[config.mk]
export PLATFORM = sky130hd
export DESIGN_NAME = rr_select_stage
export DESIGN_NICKNAME = d
export VERILOG_FILES = /design/src/rtl/gpgpu_arb_pkg.sv /design/src/rtl/rr_priority_pick.sv /design/src/rtl/rr_select_stage.sv
export SDC_FILE = /design/constraint.sdc
export NUM_CORES = 1
export LEC_CHECK = 0
export BUFFER_PORTS_ARGS = -buffer_cell sky130_fd_sc_hd__clkbuf_2
export CELL_PAD_IN_SITES_DETAIL_PLACEMENT = 1
export CELL_PAD_IN_SITES_GLOBAL_PLACEMENT = 1
export CORE_MARGIN = 1
export CORE_UTILIZATION = 30
export CTS_CLUSTER_DIAMETER = 60
export DETAILED_ROUTE_END_ITERATION = 8
export GPL_TIMING_DRIVEN = 0
export MAX_ROUTING_LAYER = met4
export PLACE_DENSITY_LB_ADDON = 0.15
export REMOVE_ABC_BUFFERS = 1
export SLEW_MARGIN = 20
export SYNTH_ARGS = -nofsm -noshare
export SYNTH_HDL_FRONTEND = slang
export SYNTH_HIERARCHICAL = 1
export SYNTH_SLANG_ARGS = --single-unit
[constraint.sdc]
create_clock -name clk -period 30.8 [get_ports clk]
set_input_delay 1.54 -clock clk [delete_from_list [all_inputs] [get_ports clk]]
set_output_delay 1.54 -clock clk [all_outputs]
set_load 0.02 [all_outputs]
[src/rtl/gpgpu_arb_pkg.sv]
// Shared arbitration constants and helpers for the GPGPU arbiter slice.
package gpgpu_arb_pkg;

   localparam int unsigned ARB_NUM_REQ    = 32;
   localparam int unsigned ARB_DATA_WIDTH = 32;

   // Modular increment: idx+1 wrapping to 0 at n (n need not be a power of two).
   function automatic int unsigned rr_next_idx(input int unsigned idx, input int unsigned n);
      return (idx + 1 >= n) ? 0 : idx + 1;
   endfunction

endpackage

[src/rtl/rr_priority_pick.sv]
// Combinational rotating priority encoder: first set request after ptr wins.
module rr_priority_pick
   import gpgpu_arb_pkg::*;
#(
   parameter int unsigned NUM_REQ   = ARB_NUM_REQ,
   parameter int unsigned SEL_WIDTH = $clog2(NUM_REQ)
) (
   input  logic [NUM_REQ-1:0]   req,
   input  logic [SEL_WIDTH-1:0] ptr,
   output logic                 any,
   output logic [SEL_WIDTH-1:0] winner,
   output logic [NUM_REQ-1:0]   onehot
);

   int unsigned idx;

   // Scan ptr+1, ptr+2, ... modulo NUM_REQ and keep the first requester found.
   always_comb begin
      any    = 1'b0;
      winner = '0;
      onehot = '0;
      idx    = rr_next_idx(int'(ptr), NUM_REQ);
      for (int unsigned k = 0; k < NUM_REQ; k++) begin
         if (!any && idx < NUM_REQ && req[SEL_WIDTH'(idx)]) begin
            any    = 1'b1;
            winner = SEL_WIDTH'(idx);
         end
         idx = rr_next_idx(idx, NUM_REQ);
      end
      if (any) onehot = NUM_REQ'(1) << winner;
   end

endmodule

[src/rtl/rr_select_stage.sv]
// Round-robin arbiter steering an external N:1 mux, with a registered
// valid/ready output stage capturing the mux result and winner id.
// Optional burst lock: define RR_SELECT_LOCK_EN to add the req_lock port.
module rr_select_stage
   import gpgpu_arb_pkg::*;
#(
   parameter int unsigned NUM_REQ    = ARB_NUM_REQ,
   parameter int unsigned DATA_WIDTH = ARB_DATA_WIDTH,
   parameter int unsigned SEL_WIDTH  = $clog2(NUM_REQ)
) (
   input  logic                  clk,
   input  logic                  rst,
   input  logic [NUM_REQ-1:0]    req_valid,
`ifdef RR_SELECT_LOCK_EN
   input  logic [NUM_REQ-1:0]    req_lock,
`endif
   output logic [NUM_REQ-1:0]    req_ready,
   output logic [SEL_WIDTH-1:0]  sel,
   input  logic [DATA_WIDTH-1:0] mux_out,
   output logic                  out_valid,
   output logic [DATA_WIDTH-1:0] out_data,
   output logic [SEL_WIDTH-1:0]  out_sel,
   input  logic                  out_ready
);

   logic [SEL_WIDTH-1:0] ptr;
   logic                 pick_any;
   logic [SEL_WIDTH-1:0] pick_idx;
   logic [NUM_REQ-1:0]   pick_onehot;
   logic                 lock_hit;
   logic [SEL_WIDTH-1:0] winner;
   logic [NUM_REQ-1:0]   win_onehot;
   logic                 can_accept;
   logic                 grant;

   rr_priority_pick #(
      .NUM_REQ   (NUM_REQ),
      .SEL_WIDTH (SEL_WIDTH)
   ) u_pick (
      .req    (req_valid),
      .ptr    (ptr),
      .any    (pick_any),
      .winner (pick_idx),
      .onehot (pick_onehot)
   );

`ifdef RR_SELECT_LOCK_EN
   // Last grantee keeps the bus while it holds both lock and request.
   always_comb lock_hit = req_lock[ptr] && req_valid[ptr];
`else
   // Pure round-robin: no burst continuation.
   always_comb lock_hit = 1'b0;
`endif

   // Winner selection, mux steering and grant generation.
   always_comb begin
      winner     = lock_hit ? ptr : pick_idx;
      win_onehot = lock_hit ? (NUM_REQ'(1) << ptr) : pick_onehot;
      sel        = pick_any ? winner : '0;
      can_accept = !out_valid || out_ready;
      grant      = pick_any && can_accept && !rst;
      req_ready  = grant ? win_onehot : '0;
   end

   // Output register and rotation pointer.
   always_ff @(posedge clk) begin
      if (rst) begin
         ptr       <= SEL_WIDTH'(NUM_REQ - 1);
         out_valid <= 1'b0;
         out_data  <= '0;
         out_sel   <= '0;
      end else if (grant) begin
         ptr       <= winner;
         out_valid <= 1'b1;
         out_data  <= mux_out;
         out_sel   <= winner;
      end else if (out_valid && out_ready) begin
         out_valid <= 1'b0;
      end
   end

endmodule
==> results.cfg <==
[drt]
vias = 19800
drtAntennaViolNets = 0
drt_wl_total_mm = 79.3
drtPass1Iterations = 7
wl_per_cell_um = 25.9
routed_via_density = 6.47
route.detailed.drc = 0
initialDrtViolationCount = 1713

[global_route]
antenna_found_initial = 3
grt_max_degree = 46
overflow = 0
grt_use_total = 0.289
grt_pass1_vias = 19200
grt_pass1_wl_mm = 119

[sta]
min_period_ps = 29450
final.setup_skew_ps = 4.53
finalSetupTns_ps = 0
slew_violations = 0
setup-violations-final = 0
period_share = 0.956
hold_violations = 0
slew_headroom = 0.257
max_freq_ghz = 0.0340
worst_pin_slew_ps = 1090

[die]
io_pins = 142
initial_core_util = 0.303
die-height_um = 232
core_um2 = 52400
num_rows = 84
die_area_um2 = 54000
die_w_um = 232

[finish]
fin_nets = 2480
drive_gt1_frac = 0.243
syn_to_final_growth_pct = 18.4
multi_input_area_um2 = 15100
regArea_um2 = 866
final_cell_area_um2 = 18800
utilization = 0.359
n_fill_cell = 6541
final_common_cell = nand2_1
stdcell_count = 3060
final_cell_mix = 232 x nand2_1, 204 x nor2_1, 195 x a21oi_1, 170 x o21ai_0, 141 x clkbuf_2

[clocking]
clk_pin_slew_ps = 60
insertion_delay_ps = 280
cts_hold_buf = 0
cts.sinks = 43
cts_made_buffers = 5
cts_tree = built
cts_buffer_depth = 2
root_buffer = clkbuf_16
cts_max_level = 2

[synth]
async_flop_share = 0
synth_cells = 2312
yosys_warnings = 6
ys_seq_elements = 43
synth_area_um2 = 15900
yosysSeqAreaShare = 0.0541
ys.flop_type = dfxtp_1
synth_edf_count = 0
synth_area_per_cell_um2 = 6.88
synth.distinct_cells = 134

[setup_path]
start_kind = flop
critPathRequiredTime_ps = 29260
arrival_ps = 27910
cp_common_cell = inv_1
worst_path_max_delay_cell = or4_1
critPathKind = reg2out
path_max_fanout = 24
cp-end-kind = output pin
worstRegToRegCells = 124
ff2ff_setup_slack_ps = 3310
critPathMaxStageDelay_ps = 650
r2r-start = ptr[0]$_SDFFE_PP1P_
r2r_end = out_sel[0]$_SDFFE_PP0P_

[outcome]
status = finished, final reports clean

[placed_design]
place_area_um2 = 17300
hpwl_mm = 58.8
gp_congestion = 0.940
io_buffer_count = 141
placedCellCount = 3004

[worst_hold_path]
hp-start = out_data[23]$_SDFFE_PP0P_
min_to = out_data[23]$_SDFFE_PP0P_
holdCritPathClass = reg2reg
hold_depth = 2

[job]
maxCapViolCount = 0
==> flip-flops by register name, summed over array words and instances, names as in the netlist <==
register   cells
out_sel        5
out_valid      1
out_data      32
ptr            5
==> critical path, delay by kind of cell (launching register included) <==
| kind | cells | cell delay, ps |
|---|---|---|
| fa+ha+maj | 19 | 5720 |
| buf+inv | 26 | 3570 |
| flops | 1 | 440 |
| xor+xnor | 1 | 100 |
| mux | 1 | 70 |
| compound gates | 34 | 7540 |
| simple gates | 44 | 10040 |
==> cells in the mapped netlist, types with 25 or more instances <==
library cell / count / area (µm²)
nand3_1: 101 / 505
nand2_1: 246 / 923
o22ai_1: 27 / 169
inv_1: 79 / 297
o211ai_1: 43 / 323
dfxtp_1: 43 / 861
mux4_2: 32 / 721
and2_1: 63 / 394
a21oi_1: 197 / 986
o221ai_1: 32 / 280
mux2i_1: 80 / 801
nor3_1: 66 / 330
xnor2_1: 28 / 245
nor2_1: 215 / 807
mux2_2: 41 / 462
nand4_1: 25 / 156
clkbuf_1: 105 / 394
ha_1: 43 / 538
a31oi_1: 29 / 181
o21ai_0: 171 / 856
a211oi_1: 42 / 315
==> through the flow <==
step                      hold WS (ps)  setup WS [ps]
after global routing               498          -80.1
after global placement             461         -16830
after CTS                          479           70.5
after detailed placement           469          -8670
final                              475           1350
after floorplan                    547          -4100
==> cells by family after synthesis <==
family | after synthesis | synth area share
fa+ha+maj | 43 | 0.0338
simple gates | 900 | 0.283
xor+xnor | 59 | 0.0435
flops | 43 | 0.0541
buf+inv | 241 | 0.0650
compound gates | 862 | 0.386
mux | 164 | 0.134
==> repair_timing <==
item | in CTS | in global routing
pin swaps | 15 | 11
cloned | 4 | 1
setup buffers | 24 | 18
gates resized for setup | 113 | 67
endpoints found under the setup margin | 80 | 80
==> worst max path at each step <==
stage / start / slack [ps] / endpoint
finish: ptr[0]$_SDFFE_PP1P_ / 1350 / req_ready[0]
floorplan: ptr[0]$_SDFFE_PP1P_ / -4100 / req_ready[0]
global placement: ptr[0]$_SDFFE_PP1P_ / -16830 / req_ready[0]
global route: ptr[0]$_SDFFE_PP1P_ / -80 / req_ready[7]
CTS: ptr[0]$_SDFFE_PP1P_ / 70 / req_ready[0]
detailed placement: ptr[0]$_SDFFE_PP1P_ / -8670 / req_ready[20]
==> cell type report <==
| type | count | area share |
|---|---|---|
| repair buffers | 205 | 0.0768 |
| clock inverters | 1 | 0.00159 |
| well taps | 688 | 0.0457 |
| clock buffers | 7 | 0.00817 |
| diodes | 1 | 0.000133 |
| flip-flops and latches | 43 | 0.0460 |
| inverters | 86 | 0.0189 |
| multi-input cells | 2029 | 0.803 |
==> metal layers <==
metal  wire length (µm)  global-route usage  up-vias
met2              35700               0.448      758
met5                  0                   -        -
met4               1950              0.0658        0
li1                   -                   -     8983
met3               5030              0.0319      122
met1              36600               0.399     9947
Power is not shown: default switching activity piles up to over one toggle a cycle in this logic, so the estimate is an artifact.
